==> config.mk <==
export PLATFORM = sky130hd
export DESIGN_NAME = cfg_mux_n_icc_flat
export DESIGN_NICKNAME = d
export VERILOG_FILES = /design/src/rtl/cfg_mux_n_icc_if.sv /design/src/rtl/cfg_mux_n_icc.sv /design/src/flat_wrapper.sv
export SDC_FILE = /design/constraint.sdc
export NUM_CORES = 1
export LEC_CHECK = 0
export ABC_AREA = 1
export BUFFER_PORTS_ARGS = -buffer_cell sky130_fd_sc_hd__clkbuf_2
export CAP_MARGIN = 20
export CORE_ASPECT_RATIO = 0.8
export CORE_MARGIN = 2
export CORE_UTILIZATION = 40
export CTS_BUF_LIST = sky130_fd_sc_hd__clkbuf_8
export DETAILED_ROUTE_END_ITERATION = 10
export GPL_TIMING_DRIVEN = 1
export PLACE_DENSITY = 0.71
export SKIP_LAST_GASP = 1
export SLEW_MARGIN = 20
export SYNTH_ARGS = -nofsm -noshare
export SYNTH_HDL_FRONTEND = slang
export SYNTH_SLANG_ARGS = --single-unit
==> constraint.sdc <==
create_clock -name clk -period 4.22 [get_ports clk]
set_input_delay 0.422 -clock clk [delete_from_list [all_inputs] [get_ports clk]]
set_output_delay 0.422 -clock clk [all_outputs]
set_load 0.03 [all_outputs]
==> src/rtl/cfg_mux_n_icc_if.sv <==
// Serial-config / mux-data bundle for cfg_mux_n_icc; master drives config and inputs.
interface cfg_mux_n_icc_if #(
  parameter int N_IN = 16,
  parameter int CH   = 2
);
  logic                 prog;
  logic                 cfg_en;
  logic                 cfg_din;
  logic [CH*N_IN-1:0]   min;
  logic [CH-1:0]        ce;
  logic [CH-1:0]        mout;
  logic                 cfg_ok;
  logic                 cfg_err;
  logic [CH-1:0]        sel_err;

  modport master (
    output prog, cfg_en, cfg_din, min, ce,
    input  mout, cfg_ok, cfg_err, sel_err
  );

  modport slave (
    input  prog, cfg_en, cfg_din, min, ce,
    output mout, cfg_ok, cfg_err, sel_err
  );
endinterface

==> src/rtl/cfg_mux_n_icc.sv <==
// Serially configured CH-channel N_IN:1 registered mux bank; one-clock datapath latency.
// Config is length-checked and committed atomically when prog drops; no backpressure.
module cfg_mux_n_icc #(
  parameter int N_IN = 16,
  parameter int CH   = 2
) (
  input  logic             clk,
  input  logic             rst,
  cfg_mux_n_icc_if.slave   bus
);
  localparam int SEL_W    = (N_IN > 1) ? $clog2(N_IN) : 1;
  localparam int FW       = SEL_W + 2;
  localparam int CFG_BITS = CH * FW;
  localparam int CNT_W    = $clog2(CFG_BITS + 2);

  typedef enum logic [1:0] {IDLE, LOAD, ACTIVE, ERROR} state_t;

  state_t              state, state_nxt;
  logic [CFG_BITS-1:0] sr;
  logic [CFG_BITS-1:0] act;
  logic [CNT_W-1:0]    cnt;
  logic                cfg_ok_q, cfg_err_q;
  logic [CH-1:0]       mout_q;
  logic [CH-1:0]       pick;
  logic [CH-1:0]       sel_bad;
  logic                enter_load, shift, len_ok;
  logic [FW-1:0]       fld [CH];

  always_comb begin
    state_nxt  = state;
    enter_load = 1'b0;
    shift      = 1'b0;
    len_ok     = (cnt == CNT_W'(CFG_BITS));
    case (state)
      LOAD: begin
        shift = bus.prog && bus.cfg_en;
        if (!bus.prog) state_nxt = len_ok ? ACTIVE : ERROR;
      end
      default: begin
        if (bus.prog) begin
          state_nxt  = LOAD;
          enter_load = 1'b1;
        end
      end
    endcase
  end

  always_ff @(posedge clk or posedge rst) begin
    if (rst) state <= IDLE;
    else     state <= state_nxt;
  end

  // Strobes on the edge that leaves LOAD are not shifted or counted.
  always_ff @(posedge clk or posedge rst) begin
    if (rst) begin
      sr        <= '0;
      act       <= '0;
      cnt       <= '0;
      cfg_ok_q  <= 1'b0;
      cfg_err_q <= 1'b0;
    end else if (enter_load) begin
      cnt       <= '0;
      cfg_ok_q  <= 1'b0;
      cfg_err_q <= 1'b0;
    end else if (shift) begin
      sr <= {sr[CFG_BITS-2:0], bus.cfg_din};
      if (cnt != CNT_W'(CFG_BITS + 1)) cnt <= cnt + 1'b1;
    end else if (state == LOAD && !bus.prog) begin
      if (len_ok) begin
        act       <= sr;
        cfg_ok_q  <= 1'b1;
        cfg_err_q <= 1'b0;
      end else begin
        cfg_ok_q  <= 1'b0;
        cfg_err_q <= 1'b1;
      end
    end
  end

  always_comb begin
    for (int c = 0; c < CH; c++) fld[c] = act[c*FW +: FW];
  end

  // Explicit compare-and-pick keeps out-of-range selects from indexing past the channel.
  always_comb begin
    pick    = '0;
    sel_bad = '0;
    for (int c = 0; c < CH; c++) begin
      sel_bad[c] = {1'b0, fld[c][SEL_W-1:0]} >= (SEL_W+1)'(N_IN);
      for (int i = 0; i < N_IN; i++) begin
        if (fld[c][SEL_W-1:0] == SEL_W'(i)) pick[c] = bus.min[c*N_IN + i];
      end
    end
  end

  always_ff @(posedge clk or posedge rst) begin
    if (rst) begin
      mout_q <= '0;
    end else begin
      for (int c = 0; c < CH; c++) begin
        if (state != ACTIVE)
          mout_q[c] <= 1'b0;
        else if (bus.ce[c])
          mout_q[c] <= (fld[c][SEL_W+1] && !sel_bad[c]) ? (pick[c] ^ fld[c][SEL_W]) : 1'b0;
      end
    end
  end

  assign bus.mout    = mout_q;
  assign bus.cfg_ok  = cfg_ok_q;
  assign bus.cfg_err = cfg_err_q;
  assign bus.sel_err = (state == ACTIVE) ? sel_bad : '0;
endmodule

==> src/flat_wrapper.sv <==
// flat-port wrapper written by rule: the top's interface ports become plain ports
module cfg_mux_n_icc_flat 
#(
  parameter int N_IN = 16,
  parameter int CH   = 2
)
  (clk, rst, bus_prog, bus_cfg_en, bus_cfg_din, bus_min, bus_ce, bus_mout, bus_cfg_ok, bus_cfg_err, bus_sel_err);
  cfg_mux_n_icc_if #(.N_IN(N_IN), .CH(CH)) bus_i ();
  input  logic clk;
  input  logic rst;
  input wire logic [$bits(bus_i.prog)-1:0] bus_prog;
  input wire logic [$bits(bus_i.cfg_en)-1:0] bus_cfg_en;
  input wire logic [$bits(bus_i.cfg_din)-1:0] bus_cfg_din;
  input wire logic [$bits(bus_i.min)-1:0] bus_min;
  input wire logic [$bits(bus_i.ce)-1:0] bus_ce;
  output wire logic [$bits(bus_i.mout)-1:0] bus_mout;
  output wire logic [$bits(bus_i.cfg_ok)-1:0] bus_cfg_ok;
  output wire logic [$bits(bus_i.cfg_err)-1:0] bus_cfg_err;
  output wire logic [$bits(bus_i.sel_err)-1:0] bus_sel_err;
  assign bus_i.prog = bus_prog;
  assign bus_i.cfg_en = bus_cfg_en;
  assign bus_i.cfg_din = bus_cfg_din;
  assign bus_i.min = bus_min;
  assign bus_i.ce = bus_ce;
  assign bus_mout = bus_i.mout;
  assign bus_cfg_ok = bus_i.cfg_ok;
  assign bus_cfg_err = bus_i.cfg_err;
  assign bus_sel_err = bus_i.sel_err;
  cfg_mux_n_icc #(.N_IN(N_IN), .CH(CH)) u_core (.clk(clk), .rst(rst), .bus(bus_i));
endmodule
==> After elaboration in Yosys (flattened, before gate mapping) <==
Index checks and enable logic that the tools add are counted.
{ "classes": {"n_eq_ne": 36, "mux": 56, "n_addsub": 1, "n_bitwise": 4, "reduce_logical": 16} }
{ "op_table": {"columns": ["operator", "n"], "rows": [
  ["$eq A4 B4 Y1 const B", 17],
  ["$mux W1", 50],
  ["$eq A4 B3 Y1 const B", 8],
  ["$eq A4 B2 Y1 const B", 4],
  ["$mux W4", 3],
  ["$reduce_bool A2 Y1", 6],
  ["$eq A4 B1 Y1 const B", 2],
  ["$logic_not A4 Y1", 2],
  ["$reduce_and A2 Y1", 4],
  ["$mux W2", 3],
  ["$add A4 B1 Y4 const B", 1],
  ["$ne A2 B2 Y1 const B", 2],
  ["$ne A4 B4 Y1 const B", 1],
  ["$reduce_and A4 Y1", 1],
  ["$eq A2 B1 Y1 const B", 1],
  ["$logic_and A1 B1 Y1", 2],
  ["$ne A2 B1 Y1 const B", 1],
  ["$not A1 Y1", 2],
  ["$xor A1 B1 Y1", 2],
  ["$logic_not A1 Y1", 1]
]} }
{ "totals": {"reg_bits": 34, "input_bits": 39, "output_inout_bits": 6, "word_cells": 121} }

==> Depth between registers and ports, before layout <==
{ "logic_depth": {"depth_word": 21, "depth_mapped": 16, "ltp_nobuf": 16} }

==> Worst setup path before layout <==
Ideal clock, no wire load.
{ "synth_path": {"path_kind": "register -> register", "from": "register u_core.state[1]", "to": "register u_core.sr[1]", "slack_ps": 2586, "arrival_ps": 1504, "setup_ps": 130, "required_time_ps": 4090, "path_stages_with_launch": 9, "synth_period_minus_slack_ps": 1634, "n_path_buf": 1, "path_cell_list": "dfrtp_1 > nor2_2 > inv_2 > ha_1 > inv_1 > nand4_1 > clkbuf_1 > nand2_1 > o21ai_0"} }
{ "synth_via": {"elab_chain_cells": 4, "elab_cells_between_ends": 5, "cone_classes": "1 x eq/ne; 2 x mux; 1 x bitwise; 1 x reduce/logical"} }
{ "synth_lines": {"columns": ["item", "line", "rtl"], "rows": [
  ["start: declaration", "cfg_mux_n_icc.sv:18", "state_t state, state_nxt;"],
  ["start signal: assignment", "cfg_mux_n_icc.sv:50", "else state <= state_nxt;"],
  ["$eq A2 B1 Y1 *", "cfg_mux_n_icc.sv:34", "case (state)"],
  ["$mux W1", "cfg_mux_n_icc.sv:34", null],
  ["$not A1 Y1 (no line)", null, null],
  ["$reduce_and A2 Y1 (no line) *", null, null],
  ["end signal: assignment", "cfg_mux_n_icc.sv:66", "sr <= {sr[CFG_BITS-2:0], bus.cfg_din};"],
  ["end: declaration", "cfg_mux_n_icc.sv:19", "logic [CFG_BITS-1:0] sr;"]
]} }
Mark *: on every way between the ends. The rest lies on a longest branch, timed or not.
A chain may end at the register's enable or synchronous reset.

==> Worst setup path in the final report <==
{ "layout_path": {"from": "register u_core.state[1]", "to": "register u_core.cfg_ok_q, in the netlist u_core.bus.cfg_ok"} }
{ "layout_via": {"elab_chain_cells": 4, "elab_cells_between_ends": 8, "cone_classes": "2 x eq/ne; 3 x mux; 3 x reduce/logical"} }
{ "layout_lines": {"columns": ["item", "line", "rtl"], "rows": [
  ["$eq A2 B1 Y1 *", "cfg_mux_n_icc.sv:34, cfg_mux_n_icc.sv:68", null],
  ["$mux W1 or $logic_and A1 B1 Y1 (tied branches)", "cfg_mux_n_icc.sv:34, cfg_mux_n_icc.sv:68", null],
  ["$ne A2 B1 Y1 (no line) or $reduce_bool A2 Y1 (tied branches)", null, null],
  ["$reduce_and A2 Y1 (no line)", null, null],
  ["end signal: assignment", "cfg_mux_n_icc.sv:63", "cfg_ok_q <= 1'b0;"],
  ["end signal: assignment", "cfg_mux_n_icc.sv:71", "cfg_ok_q <= 1'b1;"],
  ["end signal: assignment", "cfg_mux_n_icc.sv:74", "cfg_ok_q <= 1'b0;"],
  ["end: declaration", "cfg_mux_n_icc.sv:22", "logic cfg_ok_q, cfg_err_q;"]
]} }
Marks and branches as above.

==> reports/metrics.yaml <==
setup_path:
  cp_data_required_time_ps: 4380
  crit_start: "u_core.state[1]"
  reg2reg_to: "u_core.bus.cfg_ok"
  r2r_slack_ps: 1720
  arrival_ps: 2670
  end_kind: "register"
  rr_worst_depth: 9
  critical_path_class: "register to register"
  startpoint_type: "register"
  crit_fanout: 23
  rr_startpoint: "u_core.state[1]"
grt:
  grt_pass1_vias: 1520
  antenna_found_initial: 0
  grt_usage: 0.1522
  grt_start_max_net_pins: 35
  overflow: 0
  grt_pass1_wl_mm: 6.396
die:
  die_area_mm2: 0.005475
  row_count: 22
  die_w_um: 82.23
  die_y_um: 66.58
  pin_count: 45
  start_util: 0.4209
  core_mm2: 0.004652
clock_network:
  postCtsSetupRepairBufs: 0
  cts_tree: "built"
  cts_buffers: 5
  clkLatencyLatePin_ps: 280
  cts_max_path_buffers: 2
  htreeDepth: 2
  cts_root_buf: "clkbuf_8"
  hold_buffers: 0
  postCtsResizedCells: 0
  cts_sinks: 34
  path_clk_slew_ps: 70
sta:
  max_freq_ghz: 0.3994
  clock_skew_ps: 11.43
  min_period_ps: 2504
  finalSetupViolCount: 0
  worst_slew_pin_slew_ps: 755.1
  hold_viol: 0
  fin_crit_sh: 0.5932
  slew_viol_final: 0
  tns_ps: 0
  slew_headroom: 0.4951
  rsz0062_at_grt: "false"
route:
  wirelength_mm: 3.767
  drtIter0Drc: 92
  drc: 0
  dr.pass1.iters: 4
  vias_per_cell: 4.642
  num_vias: 1662
  ant_nets: 0
  wl_per_cell_um: 10.52
final_layout:
  drive_gt1_frac: 0.2383
  finalNonFillerCells: 358
  layout.nets: 341
  final_area_mm2: 0.002280
  syn_to_final_growth_pct: 16.42
  insertedDiodeCount: 0
logic_synthesis:
  yosys.area.top_type: "dfrtp_1"
  synth_area_mm2: 0.001958
  synth_seq_cells: 34
  synth_seq_area_share: 0.4345
  syn_avg_cell_area_um2: 7.649
  synthTopCellsByArea: "dfrtp_1 (43%), nand2_1 (12%), inv_1 (6.7%)"
  synth_cell_types: 33
  synthCells: 256
  yosysWarnings: 0
  synth_top_area_frac: 0.4345
place:
  dpl.hpwl_mm: 2.958
  dp_cells: 350
  dpl_cell_area_mm2: 0.002185
  gp_congestion: 0.8250
  io_buffers: 42
power:
  p_switching_mw: 0.4141
  pwr-share-seq: 0.446
  power_leakage_nw: 1.156
  vdd_ir_drop_max_v: 0.0002933
  p_sw_frac: 0.3815
  power_mw: 1.085
  p_int_mw: 0.6712
  p_clk_frac: 0.226
  powerDensity_mw_per_mm2: 476.1
  combPwrFrac: 0.329
flow_run:
  maxCapViolations: 0
hold_path:
  hp-class: "primary input to async pin"
outcome:
  status: "finished clean"
==> Yosys cell counts (all sizes together) <==
cell,number
clkbuf,2
nand4,5
inv,40
conb,1
or2,2
a21oi,5
nand3,29
o21ai,32
ha,5
buf,8
a21boi,1
nor3,1
nand2,63
or3,1
mux2,1
a31oi,1
xor2,2
nor3b,1
dfrtp,34
nor2,20
o22ai,1
o211ai,1
==> kinds of logic after synthesis <==
logic type               count (synthesis)  synth area share
buffers and inverters                   50            0.1125
AND/OR/NAND/NOR                        122            0.2843
adder cells (fa/ha/maj)                  5           0.03195
multiplexers                             1          0.005750
AO/OA/AOI/OAI                           41            0.1201
XOR/XNOR                                 2          0.008947
other                                    1          0.001915
flip-flops                              34            0.4345
==> cells in the final DEF, fill, tap and decap left out <==
master      count
nand2_1        61
clkbuf_2       42
inv_1          35
dfrtp_1        34
nand3_1        26
o21ai_0        18
nor2_1         15
o21ai_1        13
clkbuf_8        6
inv_2           5
nand4_1         5
ha_1            5
nor2_2          4
a21oi_1         4
nand3_2         3
xor2_1          2
nand2_2         2
conb_1          2
o21ai_2         1
a31oi_4         1
nor3_1          1
nor2_4          1
a21boi_0        1
o22ai_1         1
or2_0           1
or3_1           1
mux2_2          1
a21oi_2         1
o211ai_1        1
or2_2           1
nor3b_1         1
clkinvlp_4      1
clkinv_2        1
buf_4           1
==> power groups by stage <==
stage,combinational [mW],clock (mW),sequential (mW)
3_3_place_gp,0.346,0,0.486
4_1_cts,0.359,0.253,0.484
2_1_floorplan,0.280,0,0.479
3_5_place_dp,0.359,0,0.488
6_report,0.357,0.245,0.484
5_1_grt,0.411,0.268,0.498
==> worst max-delay path by stage <==
stage,endpoint,cells after the start
final,u_core.bus.cfg_ok,9
after global routing,u_core.bus.cfg_ok,9
after CTS,u_core.bus.cfg_ok,9
after floorplan,u_core.sr[1],8
after global placement,u_core.bus.cfg_ok,9
after detailed placement,u_core.bus.cfg_ok,9
==> sequential cells by signal, indices dropped and copies added (netlist names) <==
register / cells
u_core.act: 12
u_core.bus.mout: 2
u_core.bus.cfg_ok: 1
u_core.bus.cfg_err: 1
u_core.state: 2
u_core.cnt: 4
u_core.sr: 12
==> worst max-delay path, stage by stage, from the launching register on <==
cell	delay, ps
dfrtp_1	410
nor2_2	200
inv_2	80
ha_1	200
inv_1	210
nand4_1	650
inv_1	320
nor2_1	110
nor2_1	130
a21oi_1	60
==> through the flow <==
step                      setup slack (ps)  hold WS, ps  utilization
after global routing                  1428        241.0       0.4900
final                                 1716        196.6       0.4900
after CTS                             1742        209.6       0.4900
after global placement                1851        467.6       0.4696
after floorplan                       2586        449.2            -
after detailed placement              1751        471.2       0.4696
==> routing by layer <==
metal / global-route usage / vias up / routed length, µm
li1: - / 896 / -
met1: 0.2117 / 722 / 1932
met2: 0.2349 / 40 / 1639
met3: 0.04336 / 4 / 183
met4: 0.03333 / 0 / 11
met5: 0 / - / 0
==> area by class of cell <==
cell class / count / area (µm²)
sequential: 34 / 850.8
tap: 60 / 75.07
fill: 454 / 2372
clock buffer: 6 / 82.58
timing repair buffer: 43 / 217.7
clock inverter: 2 / 12.51
multi-input combinational: 173 / 890.9
inverter: 40 / 150.1
Note: power is estimated with default switching activity, not from simulation.
